==> config.mk <==
export PLATFORM = sky130hd
export DESIGN_NAME = spi_controller_flat
export DESIGN_NICKNAME = d
export VERILOG_FILES = /design/src/rtl/spi_controller_pkg.sv /design/src/rtl/spi_controller_if.sv /design/src/rtl/spi_controller_bit_counter.sv /design/src/rtl/spi_controller.sv /design/src/flat_wrapper.sv
export SDC_FILE = /design/constraint.sdc
export NUM_CORES = 1
export LEC_CHECK = 0
export ABC_AREA = 0
export CAP_MARGIN = 20
export CORE_AREA = 2 2 39 41
export DETAILED_ROUTE_END_ITERATION = 16
export DIE_AREA = 0 0 41 43
export PLACE_DENSITY = 0.78
export SYNTH_ARGS = -nofsm -noshare
export SYNTH_HDL_FRONTEND = slang
export SYNTH_HIERARCHICAL = 1
export SYNTH_SLANG_ARGS = --single-unit
export TNS_END_PERCENT = 5
==> constraint.sdc <==
create_clock -name clk -period 3.78 [get_ports clk]
set_input_delay 0.945 -clock clk [delete_from_list [all_inputs] [get_ports clk]]
set_output_delay 0.945 -clock clk [all_outputs]
set_load 0.02 [all_outputs]
==> src/rtl/spi_controller_pkg.sv <==
// Shared types and constants for the SPI memory sequencing controller.
package spi_pkg;

    localparam int unsigned SPI_WIDTH = 8;

    localparam logic RW_READ  = 1'b1;
    localparam logic RW_WRITE = 1'b0;

    typedef enum logic [2:0] {
        IDLE        = 3'd0,
        GET_ADDR    = 3'd1,
        DECIDE      = 3'd2,
        READ_LOAD   = 3'd3,
        READ_SHIFT  = 3'd4,
        WRITE_GET   = 3'd5,
        WRITE_STORE = 3'd6,
        DONE        = 3'd7
    } spi_state_t;

endpackage

==> src/rtl/spi_controller_if.sv <==
// Control bundle between the input conditioners / datapath and the SPI controller.
// transferAborted exists only when SPI_CTRL_ABORT_FLAG_EN is defined.
interface spi_controller_if;

    logic chipSelect;
    logic peripheralClkEdge;
    logic rwBit;
    logic parallelLoad;
    logic addrWriteEnable;
    logic dmWriteEnable;
    logic misoBufferEnable;
`ifdef SPI_CTRL_ABORT_FLAG_EN
    logic transferAborted;
`endif

`ifdef SPI_CTRL_ABORT_FLAG_EN
    modport slave (
        input  chipSelect, peripheralClkEdge, rwBit,
        output parallelLoad, addrWriteEnable, dmWriteEnable, misoBufferEnable,
        output transferAborted
    );
    modport master (
        output chipSelect, peripheralClkEdge, rwBit,
        input  parallelLoad, addrWriteEnable, dmWriteEnable, misoBufferEnable,
        input  transferAborted
    );
`else
    modport slave (
        input  chipSelect, peripheralClkEdge, rwBit,
        output parallelLoad, addrWriteEnable, dmWriteEnable, misoBufferEnable
    );
    modport master (
        output chipSelect, peripheralClkEdge, rwBit,
        input  parallelLoad, addrWriteEnable, dmWriteEnable, misoBufferEnable
    );
`endif

endinterface

==> src/rtl/spi_controller_bit_counter.sv <==
// Serial bit counter; o_done flags the pulse that completes a WIDTH-bit byte.
module spi_bit_counter
    import spi_pkg::*;
#(
    parameter int unsigned WIDTH = SPI_WIDTH
) (
    input  logic clk,
    input  logic reset,
    input  logic i_clear,
    input  logic i_inc,
    output logic o_done
);

    localparam int unsigned CNT_W = $clog2(WIDTH + 1);

    logic [CNT_W-1:0] r_count;

    // clear wins over increment so a finishing byte restarts at zero
    always_ff @(posedge clk or posedge reset) begin
        if (reset) begin
            r_count <= '0;
        end else if (i_clear) begin
            r_count <= '0;
        end else if (i_inc) begin
            r_count <= r_count + CNT_W'(1);
        end
    end

    assign o_done = (r_count == CNT_W'(WIDTH - 1)) && i_inc;

endmodule

==> src/rtl/spi_controller.sv <==
// SPI memory sequencing controller: counts SCLK edge pulses during a
// chip-select window and issues the address-latch, parallel-load,
// data-memory write and MISO-enable strobes. All strobes are registered
// copies of the next-state decode, so they follow the state exactly.
// Optional feature: SPI_CTRL_ABORT_FLAG_EN adds the transferAborted pulse.
module spi_controller
    import spi_pkg::*;
#(
    parameter int unsigned WIDTH = SPI_WIDTH
) (
    input  logic             clk,
    input  logic             reset,
    spi_controller_if.slave  bus
);

    spi_state_t r_state;
    spi_state_t w_next_state;

    logic w_counting;
    logic w_count_inc;
    logic w_count_clear;
    logic w_count_done;

    logic r_parallel_load;
    logic r_addr_we;
    logic r_dm_we;
    logic r_miso_en;
    logic w_parallel_load;
    logic w_addr_we;
    logic w_dm_we;
    logic w_miso_en;

    spi_bit_counter #(
        .WIDTH (WIDTH)
    ) u_bit_counter (
        .clk     (clk),
        .reset   (reset),
        .i_clear (w_count_clear),
        .i_inc   (w_count_inc),
        .o_done  (w_count_done)
    );

    // only the three shifting states accept edge pulses
    always_comb begin
        w_counting  = (r_state == GET_ADDR) || (r_state == READ_SHIFT) || (r_state == WRITE_GET);
        w_count_inc = w_counting && bus.peripheralClkEdge;
    end

    // next state, counter clear and next-cycle strobe decode
    always_comb begin
        w_next_state    = r_state;
        w_parallel_load = 1'b0;
        w_addr_we       = 1'b0;
        w_dm_we         = 1'b0;
        w_miso_en       = 1'b0;
        w_count_clear   = 1'b0;

        if (bus.chipSelect) begin
            w_next_state = IDLE;
        end else begin
            case (r_state)
                IDLE:        w_next_state = GET_ADDR;
                GET_ADDR:    if (w_count_done) w_next_state = DECIDE;
                DECIDE:      w_next_state = (bus.rwBit == RW_READ) ? READ_LOAD : WRITE_GET;
                READ_LOAD:   w_next_state = READ_SHIFT;
                READ_SHIFT:  if (w_count_done) w_next_state = DONE;
                WRITE_GET:   if (w_count_done) w_next_state = WRITE_STORE;
                WRITE_STORE: w_next_state = DONE;
                DONE:        w_next_state = DONE;
                default:     w_next_state = IDLE;
            endcase
        end

        case (w_next_state)
            DECIDE:      w_addr_we       = 1'b1;
            READ_LOAD:   w_parallel_load = 1'b1;
            READ_SHIFT:  w_miso_en       = 1'b1;
            WRITE_STORE: w_dm_we         = 1'b1;
            default:     ;
        endcase

        w_count_clear = (w_next_state != r_state);
    end

    // state and registered strobes
    always_ff @(posedge clk or posedge reset) begin
        if (reset) begin
            r_state         <= IDLE;
            r_parallel_load <= 1'b0;
            r_addr_we       <= 1'b0;
            r_dm_we         <= 1'b0;
            r_miso_en       <= 1'b0;
        end else begin
            r_state         <= w_next_state;
            r_parallel_load <= w_parallel_load;
            r_addr_we       <= w_addr_we;
            r_dm_we         <= w_dm_we;
            r_miso_en       <= w_miso_en;
        end
    end

    assign bus.parallelLoad     = r_parallel_load;
    assign bus.addrWriteEnable  = r_addr_we;
    assign bus.dmWriteEnable    = r_dm_we;
    assign bus.misoBufferEnable = r_miso_en;

`ifdef SPI_CTRL_ABORT_FLAG_EN
    logic r_count_nonzero;
    logic r_aborted;
    logic w_aborted;

    // tracks whether the bit counter currently holds a nonzero count
    always_ff @(posedge clk or posedge reset) begin
        if (reset) begin
            r_count_nonzero <= 1'b0;
        end else if (w_count_clear) begin
            r_count_nonzero <= 1'b0;
        end else if (w_count_inc) begin
            r_count_nonzero <= 1'b1;
        end
    end

    // CS rising after a transfer has made progress but before it completed
    always_comb begin
        w_aborted = 1'b0;
        if (bus.chipSelect) begin
            case (r_state)
                GET_ADDR, READ_SHIFT, WRITE_GET: w_aborted = r_count_nonzero;
                DECIDE, READ_LOAD, WRITE_STORE:  w_aborted = 1'b1;
                default:                         w_aborted = 1'b0;
            endcase
        end
    end

    // one-clk abort pulse
    always_ff @(posedge clk or posedge reset) begin
        if (reset) begin
            r_aborted <= 1'b0;
        end else begin
            r_aborted <= w_aborted;
        end
    end

    assign bus.transferAborted = r_aborted;
`endif

endmodule

==> src/flat_wrapper.sv <==
// flat-port wrapper written by rule: the top's interface ports become plain ports
module spi_controller_flat import spi_pkg::*;
#(
    parameter int unsigned WIDTH = SPI_WIDTH
)
  (clk, reset, bus_chipSelect, bus_peripheralClkEdge, bus_rwBit, bus_parallelLoad, bus_addrWriteEnable, bus_dmWriteEnable, bus_misoBufferEnable);
  spi_controller_if bus_i ();
  input  logic clk;
  input  logic reset;
  input wire logic [$bits(bus_i.chipSelect)-1:0] bus_chipSelect;
  input wire logic [$bits(bus_i.peripheralClkEdge)-1:0] bus_peripheralClkEdge;
  input wire logic [$bits(bus_i.rwBit)-1:0] bus_rwBit;
  output wire logic [$bits(bus_i.parallelLoad)-1:0] bus_parallelLoad;
  output wire logic [$bits(bus_i.addrWriteEnable)-1:0] bus_addrWriteEnable;
  output wire logic [$bits(bus_i.dmWriteEnable)-1:0] bus_dmWriteEnable;
  output wire logic [$bits(bus_i.misoBufferEnable)-1:0] bus_misoBufferEnable;
  assign bus_i.chipSelect = bus_chipSelect;
  assign bus_i.peripheralClkEdge = bus_peripheralClkEdge;
  assign bus_i.rwBit = bus_rwBit;
  assign bus_parallelLoad = bus_i.parallelLoad;
  assign bus_addrWriteEnable = bus_i.addrWriteEnable;
  assign bus_dmWriteEnable = bus_i.dmWriteEnable;
  assign bus_misoBufferEnable = bus_i.misoBufferEnable;
  spi_controller #(.WIDTH(WIDTH)) u_core (.clk(clk), .reset(reset), .bus(bus_i));
endmodule
; After elaboration in Yosys (flattened, before gate mapping)
; Cells that the tools add are included.
[totals]
word_cells = 39
reg_bits = 11
out_inout_bits = 4
[op_classes]
mux = 12
eq_ne = 13
n_reduce_logical = 7
add_sub_neg = 1
[op_table]
columns = operator, count
row1 = $pmux W3 S7, 1
row2 = $eq A3 B3 Y1 const B, 6
row3 = $mux W3, 5
row4 = $eq A3 B2 Y1 const B, 4
row5 = $mux W4, 2
row6 = $add A4 B1 Y4 const B, 1
row7 = $eq A4 B3 Y1 const B, 1
row8 = $mux W1, 4
row9 = $eq A3 B1 Y1 const B, 1
row10 = $logic_not A3 Y1, 1
row11 = $ne A3 B3 Y1, 1
row12 = $logic_and A1 B1 Y1, 2
row13 = $logic_or A1 B1 Y1, 2
row14 = $reduce_bool A2 Y1, 1
row15 = $reduce_or A2 Y1, 1

; Longest topological paths before layout
[logic_depth]
word_depth = 10
mapped_depth = 10

; Modules after synthesis
; Netlist, hierarchy kept.
[by_module_without_submodules]
columns = module, area_each_um2, cells_per_inst, n_inst, seq_area_each_um2
row1 = spi_controller, 346.6, 37, 1, 175.2
row2 = spi_bit_counter, 232.7, 19, 1, 100.1

; Least setup slack after synthesis
; Ideal clock, no wire load.
[synth_timing]
path_kind = input to register
from = input port bus_peripheralClkEdge
to = register u_core.u_bit_counter.r_count[3]
setup_slack_ns = 1.104
arrival_time_ns = 2.551
n_path_buf = 1
cell_stages = 8
setup_time_ns = 0.125
path_cell_list = nor3b_1 buf_6 and4b_1 inv_1 o2111a_1 nor3_1 nor2b_1 mux2_4
[synth_between]
elab_chain_cells = 7
word_cells_on_any_way = 10
classes_between = eq/ne (1) / mux (6) / reduce/logical (3)
[synth_lines]
columns = item, line_no
row1 = start: declaration, flat_wrapper.sv:11  ; input wire logic [$bits(bus_i.peripheralClkEdge)-1:0] bus_peripheralClkEdge;
row2 = $logic_and A1 B1 Y1 *, spi_controller.sv:46  ; w_count_inc = w_counting && bus.peripheralClkEdge;
row3 = $logic_and A1 B1 Y1 *, spi_controller_bit_counter.sv:29  ; assign o_done = (r_count == CNT_W'(WIDTH - 1)) && i_inc;
row4 = net u_core.w_count_done, spi_controller.sv:22  ; logic w_count_done;
row5 = "$mux W3, on equally long branches", "spi_controller.sv:67, spi_controller.sv:63, spi_controller.sv:66"
row6 = $pmux W3 S7 *, spi_controller.sv:61  ; case (r_state)
row7 = $mux W3 *, spi_controller.sv:58  ; if (bus.chipSelect) begin
row8 = $ne A3 B3 Y1 *, spi_controller.sv:82  ; w_count_clear = (w_next_state != r_state);
row9 = net u_core.w_count_clear, spi_controller.sv:21  ; logic w_count_clear;
row10 = $mux W4 / $reduce_bool A2 Y1 (equally long branches), -
row11 = end signal: assignment, spi_controller_bit_counter.sv:25  ; r_count <= r_count + CNT_W'(1);
row12 = end: declaration, spi_controller_bit_counter.sv:16  ; logic [CNT_W-1:0] r_count;
; Mark *: on every way through the listed nets, which the timed path passes. The rest lies on a longest branch.
; A chain may end at the register's enable or synchronous reset.

; Worst setup path in the final report
[layout_timing]
from = input port bus_peripheralClkEdge
to = register u_core.u_bit_counter.r_count[3]
[layout_between]
elab_chain_cells = 7
word_cells_on_any_way = 10
classes_between = eq/ne (1) / mux (6) / reduce/logical (3)
[layout_lines]
columns = item, line_no
row1 = $logic_and A1 B1 Y1 *, spi_controller.sv:46
row2 = net u_core.w_count_inc, spi_controller.sv:20  ; logic w_count_inc;
row3 = $logic_and A1 B1 Y1 *, spi_controller_bit_counter.sv:29
row4 = net u_core.w_count_done, spi_controller.sv:22
row5 = "$mux W3, on equally long branches", "spi_controller.sv:67, spi_controller.sv:63, spi_controller.sv:66"
row6 = $pmux W3 S7 *, spi_controller.sv:61
row7 = $mux W3 *, spi_controller.sv:58
row8 = $ne A3 B3 Y1 *, spi_controller.sv:82
row9 = net u_core.w_count_clear, spi_controller.sv:21
row10 = $mux W4 / $reduce_bool A2 Y1 (equally long branches), -
; Marked as above.

==> flow_summary.json <==
{
  "status": "finished, final reports clean",
  "critPathKind": "primary input to flop",
  "crit_buf_inv": 2,
  "routed_wl_um": 995,
  "async_flop_share_pct": 100,
  "place.gp.congestion": 0.678,
  "pwr_density_cell_mw_per_mm2": 317,
  "numCtsBuffers": 3,
  "grt_pass1_vias": 407,
  "ys_top_cells_by_count": "dfrtp_1, nor2_1, nor3_1",
  "r2r-start": "u_core/r_state[0]$_DFF_PP0_",
  "crit_path_start_kind": "primary input",
  "grt_max_degree": 12,
  "io_pins": 9,
  "irDropWorstVdd_v": 0.000177,
  "critical-path-top-delay-family": "simple AND/OR/NAND/NOR gates",
  "synth-edff-count": 0,
  "synthTopCellsByArea": "dfrtp_1, nor3_1, nor2_1",
  "p_total_w": 0.000219,
  "htree_levels": 1,
  "viasPerCell": 5.26,
  "core_area_mm2": 0.00138,
  "worst_pin_slew_ps": 529,
  "max_cap_viol_count": 0,
  "rrSetupSlack_ps": 1370,
  "maxSlewViolCount": 0,
  "antenna_found_initial": 0,
  "fin_crit_ps": 2930,
  "yosysTopAreaCell": "dfrtp_1",
  "fin_util_pct": 50.0,
  "postRouteAntennaNets": 0,
  "worstSetupEndpointType": "flop",
  "clk_pin_slew_worst_paths_ps": 70,
  "postCtsResizedCells": 0,
  "synth_top_flop_cell": "dfrtp_1",
  "postCtsHoldBufs": 0,
  "ys_seq_elements": 11,
  "path_cells": "clkdlybuf4s50_1, nor3b_1, and4b_1, inv_1, o2111a_1, nor3_1, nor2b_1, mux2_4",
  "fmax_mhz": 341,
  "worstPathMaxFanout": 6,
  "cts_root_buffer": "clkbuf_4",
  "drive_gt1_share_pct": 12.1,
  "slew-limit-headroom_pct": 64.5,
  "hold-path-endpoint": "u_core/bus.addrWriteEnable$_DFF_PP0_",
  "clk_latency_ps": 260,
  "diodes": 0,
  "cp.depth": 8,
  "hold_depth": 1,
  "finalHoldViolCount": 0,
  "final_nets": 73,
  "grt_pass1_wl_um": 1680,
  "rsz0062_at_grt": "no",
  "die-area_mm2": 0.00176,
  "die_h_um": 43,
  "yosys.cell_count.top_type": "dfrtp_1",
  "die_w_um": 41,
  "vias": 431,
  "synth_area_per_cell_um2": 10.3,
  "yosysUniqueCellTypes": 27,
  "first_pass_iters": 4,
  "postCtsSetupRepairBufs": 0,
  "min_from": "u_core/r_state[2]$_DFF_PP0_",
  "min_path_type": "flop to flop",
  "synth_top_area_share_pct": 47.5,
  "clkSinkCount": 11,
  "synthCells": 56,
  "syn_nets": 62,
  "crit_slowest_cell": "clkdlybuf4s50_1",
  "critPathArrivalTime_ps": 3080,
  "first_iter_violations": 17,
  "max_stage_delay_ps": 450,
  "worst_hold_slack_ps": 607,
  "syn_area_um2": 579,
  "yosysWarnings": 6,
  "grt_overflow": 0,
  "start_util_pct": 41.9,
  "fin_crit_sh_pct": 77.6,
  "synth_seq_area_share_pct": 47.5,
  "tns_ps": 0,
  "synthToLayoutAreaGrowth_pct": 19.4,
  "finalSetupViolations": 0,
  "worst_ep_required_time_ps": 3930,
  "track_usage_pct": 14.7,
  "hpwlAfterDp_um": 735,
  "reg2reg_to": "u_core/u_bit_counter/r_count[3]$_DFFE_PP0P_",
  "rows": 14,
  "p_leak_nw": 0.307,
  "wl_per_cell_um": 12.1,
  "numPortBuffers": 8,
  "cts_tree": "built",
  "finClkSkew_ps": 0.887,
  "cts_buffer_depth": 2,
  "remaining_drc_errors": 0,
  "r2r_cells": 8
}
[layout make-up]
cell class	instances	area, um^2
multi-input combinational	38	268
sequential	11	275
tap	16	20.0
clock buffer	4	26.3
timing repair buffer	9	87.6
fill	139	692
inverter	4	15.0
[cells in the final DEF, fill, tap and decap left out]
cell type,count
inv_1,4
a2111oi_2,1
clkdlybuf4s50_1,8
a21bo_1,1
nand3_1,1
a211oi_1,1
o21ai_1,1
nand4_4,1
xnor2_1,1
or3_1,1
o2111a_1,1
nor3b_1,1
nor2_1,7
clkbuf_4,3
nand2b_2,1
nor4_1,1
buf_4,1
mux2i_1,1
nor2b_1,2
nor3_1,6
nand2_1,1
nand3b_1,1
ha_1,1
dfrtp_1,11
clkbuf_1,1
mux2_4,1
nand2b_1,2
a21oi_1,3
and4b_1,1
[cells by family after synthesis]
kind of cell	share of synthesized area (%)
buffers and inverters	6.26
DFF	47.5
AOI/OAI and AO/OA	11.0
muxes	4.32
and+or+nand+nor	27.2
adders and majority gates	2.16
xor gates and xnor gates	1.51
[power breakdown]
part           switching [W]  total (W)  internal [W]
logic             0.00000940  0.0000181    0.00000873
clock network      0.0000377  0.0000785     0.0000408
registers         0.00000323   0.000123      0.000119
total              0.0000503   0.000219      0.000169
[per-stage QoR]
stage          instance area (um^2)  worst slack, ps  instances
3_5_place_dp                    666              538         78
4_1_cts                         692              835         82
3_3_place_gp                    666              569         78
6_report                        692              848         82
2_1_floorplan                   579             1100         56
5_1_grt                         692              652         82
[metal layers]
layer | track usage [%] | part of all wire [%] | routed length (um) | up-vias
li1 | - | - | - | 218
met1 | 17.8 | 43 | 425 | 202
met2 | 20.9 | 52 | 521 | 11
met3 | 4.71 | 4.8 | 48 | 0
met4 | 10.0 | 0 | 0 | 0
met5 | 0 | 0 | 0 | -
[state kept, by name, indices dropped and copies added (netlist names)]
name and cells:
u_core/bus.misoBufferEnable 1, u_core/bus.addrWriteEnable 1, u_core/u_bit_counter/r_count 4, u_core/bus.parallelLoad 1, u_core/r_state 3, u_core/bus.dmWriteEnable 1
[worst max path at each step]
stage / end / start
CTS: u_core/u_bit_counter/r_count[3]$_DFFE_PP0P_ / bus_peripheralClkEdge
detailed placement: u_core/u_bit_counter/r_count[3]$_DFFE_PP0P_ / bus_peripheralClkEdge
global placement: u_core/u_bit_counter/r_count[3]$_DFFE_PP0P_ / bus_peripheralClkEdge
floorplan: u_core/u_bit_counter/r_count[3]$_DFFE_PP0P_ / bus_peripheralClkEdge
global route: u_core/u_bit_counter/r_count[3]$_DFFE_PP0P_ / bus_peripheralClkEdge
finish: u_core/u_bit_counter/r_count[3]$_DFFE_PP0P_ / bus_peripheralClkEdge
Power figures use the tool's default switching activity.
